==> src/rtl/riscvboy_ifq.sv <==
// riscvboy_ifq: instruction fetch queue between synchronous instruction memory and decode.
// Issues sequential fetches ahead of decode, buffers up to DEPTH instr/PC pairs,
// and drops all buffered and in-flight fetches on an EXU jump.
module riscvboy_ifq #(
    parameter int unsigned     PC_W      = 32,
    parameter int unsigned     INS_W     = 32,
    parameter int unsigned     DEPTH     = 4,
    parameter logic [PC_W-1:0] RESET_PC  = '0,
    parameter logic [INS_W-1:0] NOP_INSTR = INS_W'(32'h0000_0013)
) (
    input  logic                     clk_sys,
    input  logic                     rst_sys,
    output logic                     o_instr_ren,
    output logic [PC_W-1:0]          o_instr_raddr,
    input  logic [INS_W-1:0]         i_instr_dina,
    input  logic                     i_jump_en,
    input  logic [PC_W-1:0]          i_jump_addr,
    output logic                     o_valid,
    input  logic                     i_ready,
    output logic [INS_W-1:0]         o_instr,
    output logic [PC_W-1:0]          o_pc,
    output logic [$clog2(DEPTH):0]   o_count
);

    localparam int unsigned PTR_W = $clog2(DEPTH);
    localparam int unsigned CNT_W = PTR_W + 1;
    localparam int unsigned OCC_W = CNT_W + 1;

    logic [PC_W-1:0]  r_fetch_pc;
    logic [PC_W-1:0]  r_inflight_pc;
    logic             r_inflight;
    logic [PTR_W-1:0] r_wptr;
    logic [PTR_W-1:0] r_rptr;
    logic [CNT_W-1:0] r_count;
    logic [PC_W-1:0]  r_pc_mem  [DEPTH];
    logic [INS_W-1:0] r_ins_mem [DEPTH];

    logic [OCC_W-1:0] w_occupied;
    logic             w_ren;
    logic             w_push;
    logic             w_pop;
    logic             w_nonempty;
    logic [PC_W-1:0]  w_jump_target;

    logic [PC_W-1:0]  w_fetch_pc_nxt;
    logic [PC_W-1:0]  w_inflight_pc_nxt;
    logic             w_inflight_nxt;
    logic [PTR_W-1:0] w_wptr_nxt;
    logic [PTR_W-1:0] w_rptr_nxt;
    logic [CNT_W-1:0] w_count_nxt;

    // Issue/push/pop qualifiers; issue ignores a same-cycle pop so a slot is always reserved
    always_comb begin
        w_nonempty    = (r_count != '0);
        w_occupied    = OCC_W'(r_count) + OCC_W'(r_inflight);
        w_ren         = !rst_sys && !i_jump_en && (w_occupied < OCC_W'(DEPTH));
        w_push        = r_inflight && !i_jump_en && !rst_sys;
        w_pop         = w_nonempty && i_ready && !i_jump_en;
        w_jump_target = i_jump_addr & ~PC_W'(3);
    end

    // Next-state for fetch PC, in-flight tracking, pointers and occupancy
    always_comb begin
        w_fetch_pc_nxt    = r_fetch_pc;
        w_inflight_pc_nxt = r_inflight_pc;
        w_inflight_nxt    = 1'b0;
        w_wptr_nxt        = r_wptr;
        w_rptr_nxt        = r_rptr;
        w_count_nxt       = r_count;

        if (i_jump_en) begin
            w_fetch_pc_nxt = w_jump_target;
            w_wptr_nxt     = '0;
            w_rptr_nxt     = '0;
            w_count_nxt    = '0;
        end else begin
            if (w_ren) begin
                w_fetch_pc_nxt    = r_fetch_pc + PC_W'(4);
                w_inflight_pc_nxt = r_fetch_pc;
                w_inflight_nxt    = 1'b1;
            end
            if (w_push) begin
                w_wptr_nxt = r_wptr + PTR_W'(1);
            end
            if (w_pop) begin
                w_rptr_nxt = r_rptr + PTR_W'(1);
            end
            case ({w_push, w_pop})
                2'b10:   w_count_nxt = r_count + CNT_W'(1);
                2'b01:   w_count_nxt = r_count - CNT_W'(1);
                default: w_count_nxt = r_count;
            endcase
        end
    end

    // Control state registers with synchronous reset
    always_ff @(posedge clk_sys) begin
        if (rst_sys) begin
            r_fetch_pc    <= RESET_PC;
            r_inflight_pc <= '0;
            r_inflight    <= 1'b0;
            r_wptr        <= '0;
            r_rptr        <= '0;
            r_count       <= '0;
        end else begin
            r_fetch_pc    <= w_fetch_pc_nxt;
            r_inflight_pc <= w_inflight_pc_nxt;
            r_inflight    <= w_inflight_nxt;
            r_wptr        <= w_wptr_nxt;
            r_rptr        <= w_rptr_nxt;
            r_count       <= w_count_nxt;
        end
    end

    // Entry storage; written only when a live response returns
    always_ff @(posedge clk_sys) begin
        if (w_push) begin
            r_pc_mem[r_wptr]  <= r_inflight_pc;
            r_ins_mem[r_wptr] <= i_instr_dina;
        end
    end

    // Memory strobe and queue head presentation; NOP/zero PC while empty
    always_comb begin
        o_instr_ren   = w_ren;
        o_instr_raddr = r_fetch_pc;
        o_valid       = w_nonempty;
        o_count       = r_count;
        o_instr       = w_nonempty ? r_ins_mem[r_rptr] : NOP_INSTR;
        o_pc          = w_nonempty ? r_pc_mem[r_rptr] : '0;
    end

endmodule
==> config.mk <==
export PLATFORM = sky130hd
export DESIGN_NAME = riscvboy_ifq
export DESIGN_NICKNAME = d
export VERILOG_FILES = /design/src/rtl/riscvboy_ifq.sv
export SDC_FILE = /design/constraint.sdc
export NUM_CORES = 1
export LEC_CHECK = 0
export CORE_ASPECT_RATIO = 1.4
export CORE_MARGIN = 4
export CORE_UTILIZATION = 35
export DETAILED_ROUTE_END_ITERATION = 16
export GPL_TIMING_DRIVEN = 0
export PLACE_DENSITY = 0.65
export SLEW_MARGIN = 20
export SYNTH_ARGS = -nofsm -noshare
export SYNTH_HDL_FRONTEND = slang
export SYNTH_SLANG_ARGS = --single-unit
==> constraint.sdc <==
create_clock -name clk_sys -period 3.35 [get_ports clk_sys]
set_input_delay 0.335 -clock clk_sys [delete_from_list [all_inputs] [get_ports clk_sys]]
set_output_delay 0.335 -clock clk_sys [all_outputs]
set_load 0.01 [all_outputs]
Word-level counts from Yosys, hierarchy flattened
Memory sizes are Yosys's and may differ from the RTL's. A register that Yosys moved wholly into a read port is not among the register bits.
Index checks and enable logic that the tools add are counted.
Storage, ports and cells
  flip-flop bits (word level): 72
  latch bits: 0
  bits in writable memories: 256
  ROM bits: 0
  output and inout bits: 101
  memories kept: 2
Operators by class
  add/subtract/negate cells: 6
  $mul: 0
  divide/modulo/power cells: 0
  order comparisons: 1
  equal/unequal tests: 2
  shifts and indexed selects: 0
  muxes and demuxes: 12
  bitwise operators: 1
  reduce and logical (&&, ||, !) cells: 13
Memories
  r_ins_mem: depth 4, width 32, rd ports 1, clocked after memory_dff 1, wr ports 1, RTL line 36  | logic [INS_W-1:0] r_ins_mem [DEPTH];
  r_pc_mem: depth 4, width 32, rd ports 1, clocked after memory_dff 1, wr ports 1, RTL line 35  | logic [PC_W-1:0] r_pc_mem [DEPTH];
Operator list (count)
  2-to-1 mux 32 bit: 4
  adder 32 x 3 -> 32 bit (second input constant): 1
  2-to-1 mux 2 bit: 4
  logical AND 1 bit: 6
  case mux 3 bit (2 select lines): 1
  adder 2 x 1 -> 2 bit (second input constant): 2
  adder 3 x 1 -> 4 bit: 1
  less-than comparator 4 x 3 -> 1 bit (second input constant): 1
  nonzero test 2 bit: 2
  adder 3 x 1 -> 3 bit (second input constant): 1
  2-to-1 mux 1 bit: 3
  nonzero test 3 bit: 1
  subtractor 3 x 1 -> 3 bit (second input constant): 1
  equality test 2 x 1 -> 1 bit (second input constant): 1
  equality test 2 bit (second input constant): 1
  zero test 1 bit: 2
  AND reduction 2 bit: 1
  OR reduction 2 bit: 1
  NOT 1 bit: 1

Depth between registers and ports, before layout
  depth after elaboration: 5
  gate-level depth with buffers: 9

Worst setup path before layout
No wires, ideal clock.
  kind: input to register
  start point: in i_jump_en
  end point: mem r_ins_mem[0][0], enable pin
  arrival time: 2354 ps
  required time: 2923 ps
  slack: 569 ps
  stages: 3
  cell sequence: clkbuf_1 -> nor2_1 -> and3_1
Between the ends
  longest elaborated chain between the ends: 5
RTL lines
  start, declared: RTL line 16  | input logic i_jump_en,
  zero test 1 bit: RTL line 57  | w_push = r_inflight && !i_jump_en && !rst_sys;
  logical AND 1 bit (2 in a row): RTL line 57
  2-to-1 mux 1 bit: RTL line 117  | if (w_push) begin
  2-to-1 mux 1 bit (not written as such): RTL line 119  | r_ins_mem[r_wptr] <= i_instr_dina;
  end, declared: RTL line 36
No other way between the ends.

==> flow_summary_export.csv <==
group,metric,value,unit
timing,setup_viol,0,
setup_path,critPathArrivalTime,2.79,ns
timing,worst_pin_slew,0.689,ns
floorplanning,row_count,82,
synth,synth.avg_cell_area,15.5,um2
power_and_ir_drop,leakagePower,5.26,nW
synth,synth_cell_types,52,
setup_path,reg2regPathDepth,6,
synth,synth_ff_type,"edfxtp_1",
clock_tree,cts-root-buf,"clkbuf_16",
worst_hold_path,hold_class,"in2reg",
floorplanning,die_h,233,um
global_route,first_global_vias,7942,
power_and_ir_drop,ir_worst_vdd,0.274,mV
timing,min_period,3.13,ns
timing,final_hold_viol_count,0,
timing,skew,0.0117,ns
floorplanning,die_area,39500,um2
setup_path,ff2ff_setup_slack,0.90,ns
timing,finalCritPeriodShare,93.3,%
routing,drtIter0Drc,452,
synth,yosysWarnings,0,
synth,yosysSeqAreaShare,69.7,%
power_and_ir_drop,power.density,504,nW/um2
floorplanning,io_pins,169,
timing,drv_slew,0,
synth,synthArstFlopShare,0,%
setup_path,cp-start-kind,"flip-flop",
clock_tree,clk_pin_slew,0.07,ns
synth,synth_most_common_cell,"edfxtp_1",
routing,vias_per_cell,5.04,
setup_path,critPathMaxFanout,10,
place,dp_hpwl,19.5,mm
flow_run,maxCapViolCount,0,
synth,synth.cell_area,12700,um2
timing,slew_headroom,53.7,%
routing,drc_errors,0,
final_layout,areaGrowthSynthToFinish,26.4,%
setup_path,timing.critical_path.to,"o_instr[4]",
setup_path,critPathCaptureType,"output pin",
clock_tree,insertion_delay,0.57,ns
timing,whs,0.349,ns
floorplanning,design.core.area,35800,um2
global_route,grt_start_max_net_pins,39,
routing,detail_route.first_pass.iterations,5,
final_layout,drive_gt1_share,14.2,%
synth,synth-edff-count,248,
synth,postSynthCellCount,817,
setup_path,critPathRequiredTime,3.01,ns
final_layout,nNetsFinal,1092,
setup_path,criticalPathCategory,"reg2out",
worst_hold_path,hp-start,"i_jump_addr[12]",
final_layout,antenna_cells,0,
final_layout,utilization,44.9,%
synth,synth_largest_area_cell,"edfxtp_1",
global_route,gr-total-overflow,0,
clock_tree,cts_buffers,30,
setup_path,r2r_start,"o_instr_raddr[4]",
routing,wl_per_cell,19.4,um
setup_path,timing.rr.end,"o_instr_raddr[15]",
global_route,grt_pass1_wl,45.6,mm
global_route,antenna_found_initial,0,
synth,synth_commonest_cells,"edfxtp_1, nand2_1, dfxtp_1",
clock_tree,htreeDepth,1,
synth,synth.top_cell.area_share,58.6,%
synth,ys_ff_latch,318,
timing,fin_setup_tns,0,ns
outcome,status,"finished, final reports clean",
timing,fmaxAchievable,0.320,GHz
routing,num_vias,7576,
place,portBuffers,161,
timing,rsz0062_at_grt,"false",
clock_tree,clockBufferDepth,3,
global_route,grtUsageTotal,14.7,%
floorplanning,die_x,169,um
routing,wirelength,29.2,mm
place,globalplace.congestion,0.865,
clock_tree,cts_tree,"done",
routing,ant_nets,0,
clock_tree,cts_sinks,318,
synth,synthTopCellsByArea,"edfxtp_1, dfxtp_1, mux4_2",
floorplanning,start_util,35.5,%
## where the power goes
| group | switching (mW) | internal (mW) |
|---|---|---|
| registers | 0.0671 | 4.29 |
| logic | 0.171 | 0.185 |
| clock network | 1.43 | 1.95 |
## metal layers
| metal | global-route usage [%] | part of all wire, % | vias up |
|---|---|---|---|
| li1 | - | - | 3543 |
| met1 | 18.6 | 41 | 3757 |
| met2 | 26.0 | 52 | 225 |
| met3 | 1.98 | 4.8 | 51 |
| met4 | 5.31 | 2.9 | 0 |
| met5 | 0 | 0 | - |
## cells by family (layout without fill, tap and decap cells)
family          Yosys count  after routing  share of synthesized area [%]
mux                      63             63                           11.1
simple gates            251            251                           10.4
fa+ha+maj                 7              7                          0.749
xor+xnor                 15             15                           1.03
flops                   318            318                           69.7
buf+inv                  69            290                           2.28
other cells               1              4                         0.0295
compound gates           93             93                           4.77
## stage by stage
step / std cells / total power [mW] / setup slack, ns / instance area [um2]
final: 1503 / 8.09 / 0.224 / 16100
after global routing: 1503 / 8.40 / 0.0295 / 16100
after detailed placement: 1447 / 4.80 / 0.0240 / 15000
after global placement: 1443 / 4.79 / -1.19 / 14900
after floorplan: 820 / 4.57 / 0.569 / 12700
after CTS: 1504 / 8.18 / 0.0618 / 16100
## area by class of cell
type	instances	area, um2
flip-flops and latches	318	8850
repair buffers	167	1740
clock inverters	11	116
well taps	462	578
fillers	3140	19700
multi-input cells	433	3610
inverters	13	52.6
clock buffers	45	870
plain buffers	54	249
## cell usage in the layout, fill, tap and decap left out, drive strengths merged, types with 8 or more instances in the layout
cell,count
a21oi,38
mux4,62
nor2,30
or4,14
nand2,77
clkdlybuf4s50,161
buf,18
and2,62
and3,12
xnor2,11
clkinv,8
o21ai,9
a211oi,8
nand3,14
dfxtp,70
nand4,13
inv,10
edfxtp,248
clkbuf,86
## worst min-delay path by stage
stage | depth (start not counted) | to
final | 3 | o_instr_raddr[12]
after global routing | 3 | o_instr_raddr[22]
after CTS | 3 | o_instr_raddr[20]
after detailed placement | 0 | r_pc_mem[3][9]
after global placement | 0 | r_pc_mem[3][6]
after floorplan | 0 | r_ins_mem[0][0]
## sequential cells by signal, summed over array words and instances, names as in the netlist, named ones only
| signal | count |
|---|---|
| r_pc_mem | 120 |
| r_inflight_pc | 30 |
| o_instr_raddr | 30 |
| r_inflight | 1 |
| o_count | 3 |
| r_ins_mem | 128 |
| r_rptr | 2 |
| r_wptr | 2 |
## worst max-delay path, stage by stage (launching register included)
cell and delay (ns):
dfxtp_1 0.30, clkbuf_1 0.42, clkbuf_2 0.40, mux4_2 0.33
or2_2 0.29, clkdlybuf4s50_1 0.48
## timing repair
item | in CTS | in global routing
hold buffers | 0 | 0
hold endpoints to repair | 0 | 0
gates resized for setup | 20 | 1
endpoints found under the setup margin | 61 | 8
buffers inserted | 2 | 0
(Power assumes the default switching activity.)
